File: src/rtl/mux_scan_pkg.sv
// Shared definitions for the mux scan sequencer: FSM state encoding and default widths.
package mux_scan_pkg;

    localparam int DEF_SEL_WIDTH    = 2;
    localparam int DEF_NUM_INPUTS   = 4;
    localparam int DEF_DWELL_CYCLES = 1;

    typedef enum logic [1:0] {
        IDLE   = 2'd0,
        SETTLE = 2'd1,
        SAMPLE = 2'd2,
        DONE   = 2'd3
    } scan_state_t;

endpackage

File: src/rtl/mux_scan_dwell_counter.sv
// Settle counter: counts enabled cycles and flags the last one (count == DWELL_CYCLES-1),
// wrapping to zero on that cycle so each select gets a fresh dwell window.
module mux_scan_dwell_counter #(
    parameter int DWELL_CYCLES = 1
) (
    input  logic clk,
    input  logic reset,
    input  logic clear,
    input  logic enable,
    output logic terminal
);

    localparam int CNT_W = (DWELL_CYCLES > 1) ? $clog2(DWELL_CYCLES) : 1;
    localparam logic [CNT_W-1:0] LAST = CNT_W'(DWELL_CYCLES - 1);

    logic [CNT_W-1:0] count;

    assign terminal = (count == LAST);

    // NOTE: sequential state is updated with non-blocking assignments so every
    // register samples pre-edge values regardless of block ordering.
    always_ff @(posedge clk) begin
        if (reset) begin
            count <= '0;
        end else if (clear) begin
            count <= '0;
        end else if (enable) begin
            count <= terminal ? '0 : count + CNT_W'(1);
        end
    end

endmodule

File: src/rtl/mux_scan_sequencer.sv
// Steps a mux's select lines through every input, samples its output after a settle
// time, and returns the word with a done pulse. Optional parity output: MUX_SCAN_PARITY_EN.
module mux_scan_sequencer
    import mux_scan_pkg::*;
#(
    parameter int SEL_WIDTH    = DEF_SEL_WIDTH,
    parameter int NUM_INPUTS   = DEF_NUM_INPUTS,
    parameter int DWELL_CYCLES = DEF_DWELL_CYCLES
) (
    input  logic                  clk,
    input  logic                  reset,
    input  logic                  start,
    input  logic                  mux_out,
    output logic [SEL_WIDTH-1:0]  select_lines,
    output logic [NUM_INPUTS-1:0] captured_lines,
    output logic                  busy,
    output logic                  done
`ifdef MUX_SCAN_PARITY_EN
    ,
    output logic                  parity
`endif
);

    localparam logic [SEL_WIDTH-1:0] LAST_IDX = SEL_WIDTH'(NUM_INPUTS - 1);

    scan_state_t state, state_next;
    logic [SEL_WIDTH-1:0]  idx;
    logic [NUM_INPUTS-1:0] captured_next;
    logic start_scan, sample_en, last_sample;
    logic dwell_enable, dwell_terminal;

    mux_scan_dwell_counter #(
        .DWELL_CYCLES (DWELL_CYCLES)
    ) u_dwell (
        .clk      (clk),
        .reset    (reset),
        .clear    (start_scan),
        .enable   (dwell_enable),
        .terminal (dwell_terminal)
    );

    // NOTE: every signal driven here gets a default first, so no path can
    // leave it unassigned and infer a latch.
    always_comb begin
        state_next    = state;
        start_scan    = 1'b0;
        sample_en     = 1'b0;
        last_sample   = 1'b0;
        dwell_enable  = 1'b0;
        captured_next = captured_lines;
        captured_next[idx] = mux_out;
        case (state)
            IDLE: begin
                if (start) begin
                    start_scan = 1'b1;
                    state_next = SETTLE;
                end
            end
            SETTLE: begin
                dwell_enable = 1'b1;
                if (dwell_terminal) state_next = SAMPLE;
            end
            SAMPLE: begin
                sample_en = 1'b1;
                if (idx == LAST_IDX) begin
                    last_sample = 1'b1;
                    state_next  = DONE;
                end else begin
                    state_next = SETTLE;
                end
            end
            DONE:    state_next = IDLE;
            default: state_next = IDLE;
        endcase
    end

    // NOTE: the capture word is a plain register, not a memory, so it is reset
    // here: a mid-scan reset must discard partial results.
    always_ff @(posedge clk) begin
        if (reset) begin
            state          <= IDLE;
            idx            <= '0;
            select_lines   <= '0;
            captured_lines <= '0;
            busy           <= 1'b0;
            done           <= 1'b0;
        end else begin
            state <= state_next;
            done  <= last_sample;
            if (start_scan) begin
                idx          <= '0;
                select_lines <= '0;
                busy         <= 1'b1;
            end
            if (sample_en) begin
                captured_lines <= captured_next;
                // select stays on the last input after the final sample
                if (!last_sample) begin
                    idx          <= idx + SEL_WIDTH'(1);
                    select_lines <= select_lines + SEL_WIDTH'(1);
                end
            end
            if (last_sample) busy <= 1'b0;
        end
    end

`ifdef MUX_SCAN_PARITY_EN
    always_ff @(posedge clk) begin
        if (reset) begin
            parity <= 1'b0;
        end else if (last_sample) begin
            parity <= ^captured_next;
        end
    end
`endif

endmodule

File: config.mk
export PLATFORM = sky130hd
export DESIGN_NAME = mux_scan_sequencer
export DESIGN_NICKNAME = d
export VERILOG_FILES = /design/src/rtl/mux_scan_pkg.sv /design/src/rtl/mux_scan_dwell_counter.sv /design/src/rtl/mux_scan_sequencer.sv
export SDC_FILE = /design/constraint.sdc
export NUM_CORES = 1
export LEC_CHECK = 0
export BUFFER_PORTS_ARGS = -buffer_cell sky130_fd_sc_hd__buf_2
export CAP_MARGIN = 20
export CORE_MARGIN = 2
export CORE_UTILIZATION = 45
export DETAILED_ROUTE_END_ITERATION = 7
export GPL_TIMING_DRIVEN = 0
export PLACE_DENSITY = 0.7
export SYNTH_ARGS = -nofsm -noshare
export SYNTH_HDL_FRONTEND = slang
export SYNTH_HIERARCHICAL = 1
export SYNTH_SLANG_ARGS = --single-unit
File: constraint.sdc
create_clock -name clk -period 1.26 [get_ports clk]
set_input_delay 0.126 -clock clk [delete_from_list [all_inputs] [get_ports clk]]
set_output_delay 0.126 -clock clk [all_outputs]
set_load 0.02 [all_outputs]
-- After elaboration in Yosys (flattened, before gate mapping)
Cells that the tools add are included.
- add/sub/neg operators: 3
- reduce and logical (&&, ||, !) cells: 5
- bitwise logic cells: 0
- shifts and indexed selects: 0
- equal/unequal tests: 6
- order comparisons: 2
- mux-type cells: 20
- multipliers: 0
- divide/modulo/power cells: 0
- operators with widths (kind ; count):
    $mux W2 ; 9
    $mux W1 ; 8
    $pmux W2 S4 ; 1
    $eq A2 B2 Y1 const B ; 3
    $add A2 B1 Y2 const B ; 2
    $bwmux W4 ; 1
    $ne A2 B2 Y1 const B ; 2
    $reduce_or A2 Y1 ; 2
    $lt A2 B3 Y1 const B ; 1
    $demux W1 S2 ; 1
    $eq A2 B1 Y1 const B ; 1
    $ge A2 B1 Y1 const B ; 1
    $logic_not A2 Y1 ; 1
    $reduce_and A2 Y1 ; 1
    $add A1 B1 Y1 const B ; 1
    $logic_and A1 B1 Y1 ; 1
- memory bits (read-only): 0
- input port bits: 4
- output and inout bits: 8
- memories: 0
- bits in latches: 0
- memory bits (writable): 0
- register bits after elaboration: 13
- logic and storage cells: 43

-- Depth between registers and ports, before layout
- word-level depth: 5
- depth in mapped cells: 5

-- By module
The synthesis kept the hierarchy.
- modules (own cells, without submodules) (module ; instances ; cells each ; area each (um^2) ; seq. area each (um^2)):
    mux_scan_sequencer ; 1 ; 57 ; 574.3 ; 240.2
    mux_scan_dwell_counter ; 1 ; 2 ; 11.3 ; 0.0

-- Least setup slack after synthesis
Ideal clock, no wire load.
- kind: reg-to-reg
- start: register idx[0]
- end: register idx[1]
- stages on the path, launching flop included: 5
- data required time: 1.189 ns
- path buffers: 0
- data arrival time: 1.096 ns
- path slack: 0.094 ns
- path through: dfxtp_1 -> ha_1 -> nor3b_4 -> or3_1 -> a21oi_1
- longest elaborated chain between the ends: 5
- elaborated cells on any way between the ends: 6
- ends and longest elaborated chain (what ; line ; source):
    from (decl) ; mux_scan_sequencer.sv:27 ; logic [SEL_WIDTH-1:0] idx;
    from (signal assigned) ; mux_scan_sequencer.sv:99 ; idx <= idx + SEL_WIDTH'(1);
    $eq A2 B2 Y1 ; mux_scan_sequencer.sv:65 ; if (idx == LAST_IDX) begin
    $mux W1 ; mux_scan_sequencer.sv:65 ;
    $mux W1 ; mux_scan_sequencer.sv:52 ; case (state)
    $mux W2 (*) ; mux_scan_sequencer.sv:98 ; if (!last_sample) begin
    $mux W2 (*) ; mux_scan_sequencer.sv:95 ; if (sample_en) begin
Every way passes the cells marked *; elsewhere a longest branch is shown, timed or not.
A chain may end at the register's enable or synchronous reset.

-- Worst setup path after layout
- start: register idx[1]
- end: register idx[1]
- longest elaborated chain between the ends: 5
- elaborated cells on any way between the ends: 7
- ends and longest elaborated chain (what ; line):
    $eq A2 B2 Y1 ; mux_scan_sequencer.sv:65
    $mux W1 ; mux_scan_sequencer.sv:65
    $mux W1 ; mux_scan_sequencer.sv:52
    $mux W2 ; mux_scan_sequencer.sv:98
    $mux W2 (*) ; mux_scan_sequencer.sv:95
Marks and branches as above.

==> impl_metrics.toml <==
[power]
irDropWorstVdd_mv = 0.678
leakagePower_nw = 0.317
powerDensity_mw_per_mm2 = 1090

[cts]
clk_pin_slew_ns = 0.07
cts-resized-gates = 2
ctsRootBufferMaster = "clkbuf_4"
htreeDepth = 1
cts.sinks = 12
clk_latency_ns = 0.27
post-cts-setup-buffer-count = 0
numCtsBuffers = 3
cts_tree = "yes"
hold_buffers = 0
clockBufferDepth = 2

[synth]
synthTopCellsByCount = "dfxtp_1, nor2_1"
yosys.area_share.adder_pct = 8.55
synth_mux_area_share_pct = 6.84
synth_edf_count = 0
ys_warn_count = 6
syn_area_um2 = 586
synth_nets = 67
ys_top_cells_by_area = "dfxtp_1, ha_1, mux2i_1"
synth-async-reset-ratio_pct = 0
synth_top_family_by_area = "simple AND/OR/NAND/NOR gates"
synth_compound_area_share_pct = 6.84
yosysTopAreaCell = "dfxtp_1"
ys_seq_area_share_pct = 41.0
synth_top_area_share_pct = 41.0
synthSimpleGateAreaFrac_pct = 23.9
ys_ff_latch = 12
avgSynthCellArea_um2 = 9.92
synth.most_common_cell = "dfxtp_1"
syn-instance-count = 59
ys.flop_type = "dfxtp_1"
netlist-cell-type-count = 22
yosys.area_share.xor_xnor_pct = 4.49

[timing]
finalSetupViolations = 0
period_needed_ns = 1.16
hold_viol_final = 0
hold_ws_ns = 0.0399
rsz0062_at_grt = "false"
skew_ns = 0.000530
max_freq_mhz = 861
drv_slew = 0
period_share_pct = 92.1

[global_routing]
grt_pass1_vias = 324
grt_overflow_total = 0
grt_pass1_wl_um = 1330
antenna_found_initial = 0
grt_max_degree = 11
track_usage_pct = 13.8

[placed_design]
placed_cell_area_um2 = 658
hpwl_um = 666
place_inst = 84
io_buffer_count = 11
gp_congestion = 0.706

[worst_hold_path]
hold_path.class = "in2reg"
worstHoldStart = "reset"

[routing]
drt_iter0_drc = 4
routedWlPerCell_um = 11.1
vias_per_cell = 4.76
dr.pass1.iters = 4
wirelength_um = 977
drc = 0
drtAntennaViolNets = 0
vias = 419

[floorplanning]
io_pins = 12
start_util_pct = 50.6
fp.coreArea_mm2 = 0.00116
die_x_um = 40.1
die_h_um = 40.1
dieArea_mm2 = 0.00161
row_count = 12

[run]
max-cap-violations = 0

[worst_setup_path]
critPathArrivalTime_ns = 1.36
required_ns = 1.46
worstReg2RegStart = "idx[1]"
cp_max_fo = 4
worst_setup_path_end_kind = "register"
crit_start = "idx[1]"
critical_path_class = "reg2reg"
start_kind = "register"

[cells_and_area]
fin_cells = 88
diodes = 0
fillers = 100
nets = 83
drive_gt1_share_pct = 29.7
regArea_um2 = 241
final_area_um2 = 708
multi_input_area_um2 = 313
syn_to_final_growth_pct = 20.9

[status]
status = "finished, final reports clean"
[metrics by stage]
step                total power [mW]  setup WS, ns  setup TNS (ns)  util (%)
global route                   0.815        0.0340               0      61.3
floorplan                      0.460        0.0937               0         -
detailed placement             0.481       -0.0298         -0.0360      56.9
global placement               0.480       -0.0276         -0.0276      56.9
CTS                            0.786        0.0505               0      60.4
finish                         0.772        0.0990               0      61.3
[metal layers]
layer | wire, µm | track usage (%)
met1 | 501 | 15.8
met2 | 412 | 19.8
met3 | 63 | 8.33
met4 | 0 | 7.76
met5 | 0 | 0
[worst paths after layout]
kind              slack [ns]     end  depth (start not counted)
hold reg to reg         0.50    busy                          2
setup reg to reg         0.1  idx[1]                          4
hold / removal          0.04  idx[0]                          2
setup / recovery         0.1  idx[1]                          4
[cell usage in the layout (no fill, tap or decap), types with 2 or more instances in the layout]
cell type / Yosys / routed
nand2_1: 2 / 2
nor2b_1: 2 / 2
nor3_1: 3 / 3
o21bai_1: 2 / 2
buf_6: 2 / 2
clkbuf_4: 0 / 3
nand3b_1: 4 / 4
dfxtp_1: 12 / 11
mux2i_1: 4 / 4
a21oi_1: 4 / 4
nor2_1: 5 / 5
buf_2: 0 / 11
inv_1: 3 / 3
xnor2_1: 3 / 3
ha_1: 4 / 3
[flip-flops by register name (all words and copies together), names as in the netlist]
register        cells
busy                1
captured_lines      4
state               2
select_lines        2
idx                 2
done                1
[where the power goes]
| part | internal [mW] | leakage, nW | switching (mW) |
|---|---|---|---|
| logic | 0.0372 | 0.198 | 0.0409 |
| clock network | 0.175 | 0.0210 | 0.124 |
| registers | 0.388 | 0.0979 | 0.00691 |
| total | 0.601 | 0.317 | 0.172 |
[kinds of logic (layout without fill, tap and decap cells)]
| group | Yosys count | count (layout) |
|---|---|---|
| buffers and inverters | 7 | 22 |
| AOI/OAI and AO/OA | 7 | 7 |
| and+or+nand+nor | 21 | 21 |
| adders and majority gates | 4 | 4 |
| other | 1 | 1 |
| xor gates and xnor gates | 3 | 3 |
| DFF | 12 | 12 |
| muxes | 4 | 4 |
[area by class of cell]
cell class                 count  share of cell area, %
inverter                       3                   1.59
sequential                    12                   34.1
clock buffer                   4                   5.12
buffer                         4                   4.77
timing repair buffer          11                   7.77
multi-input combinational     40                   44.2
tap                           14                   2.47
[worst max-delay path, cell delays in order (launching register included)]
cell and delay, ns:
dfxtp_1 0.41, ha_4 0.19, nor3b_4 0.06, or3_1 0.30
a21oi_1 0.14
No activity file was read; power rests on OpenSTA's default activity.
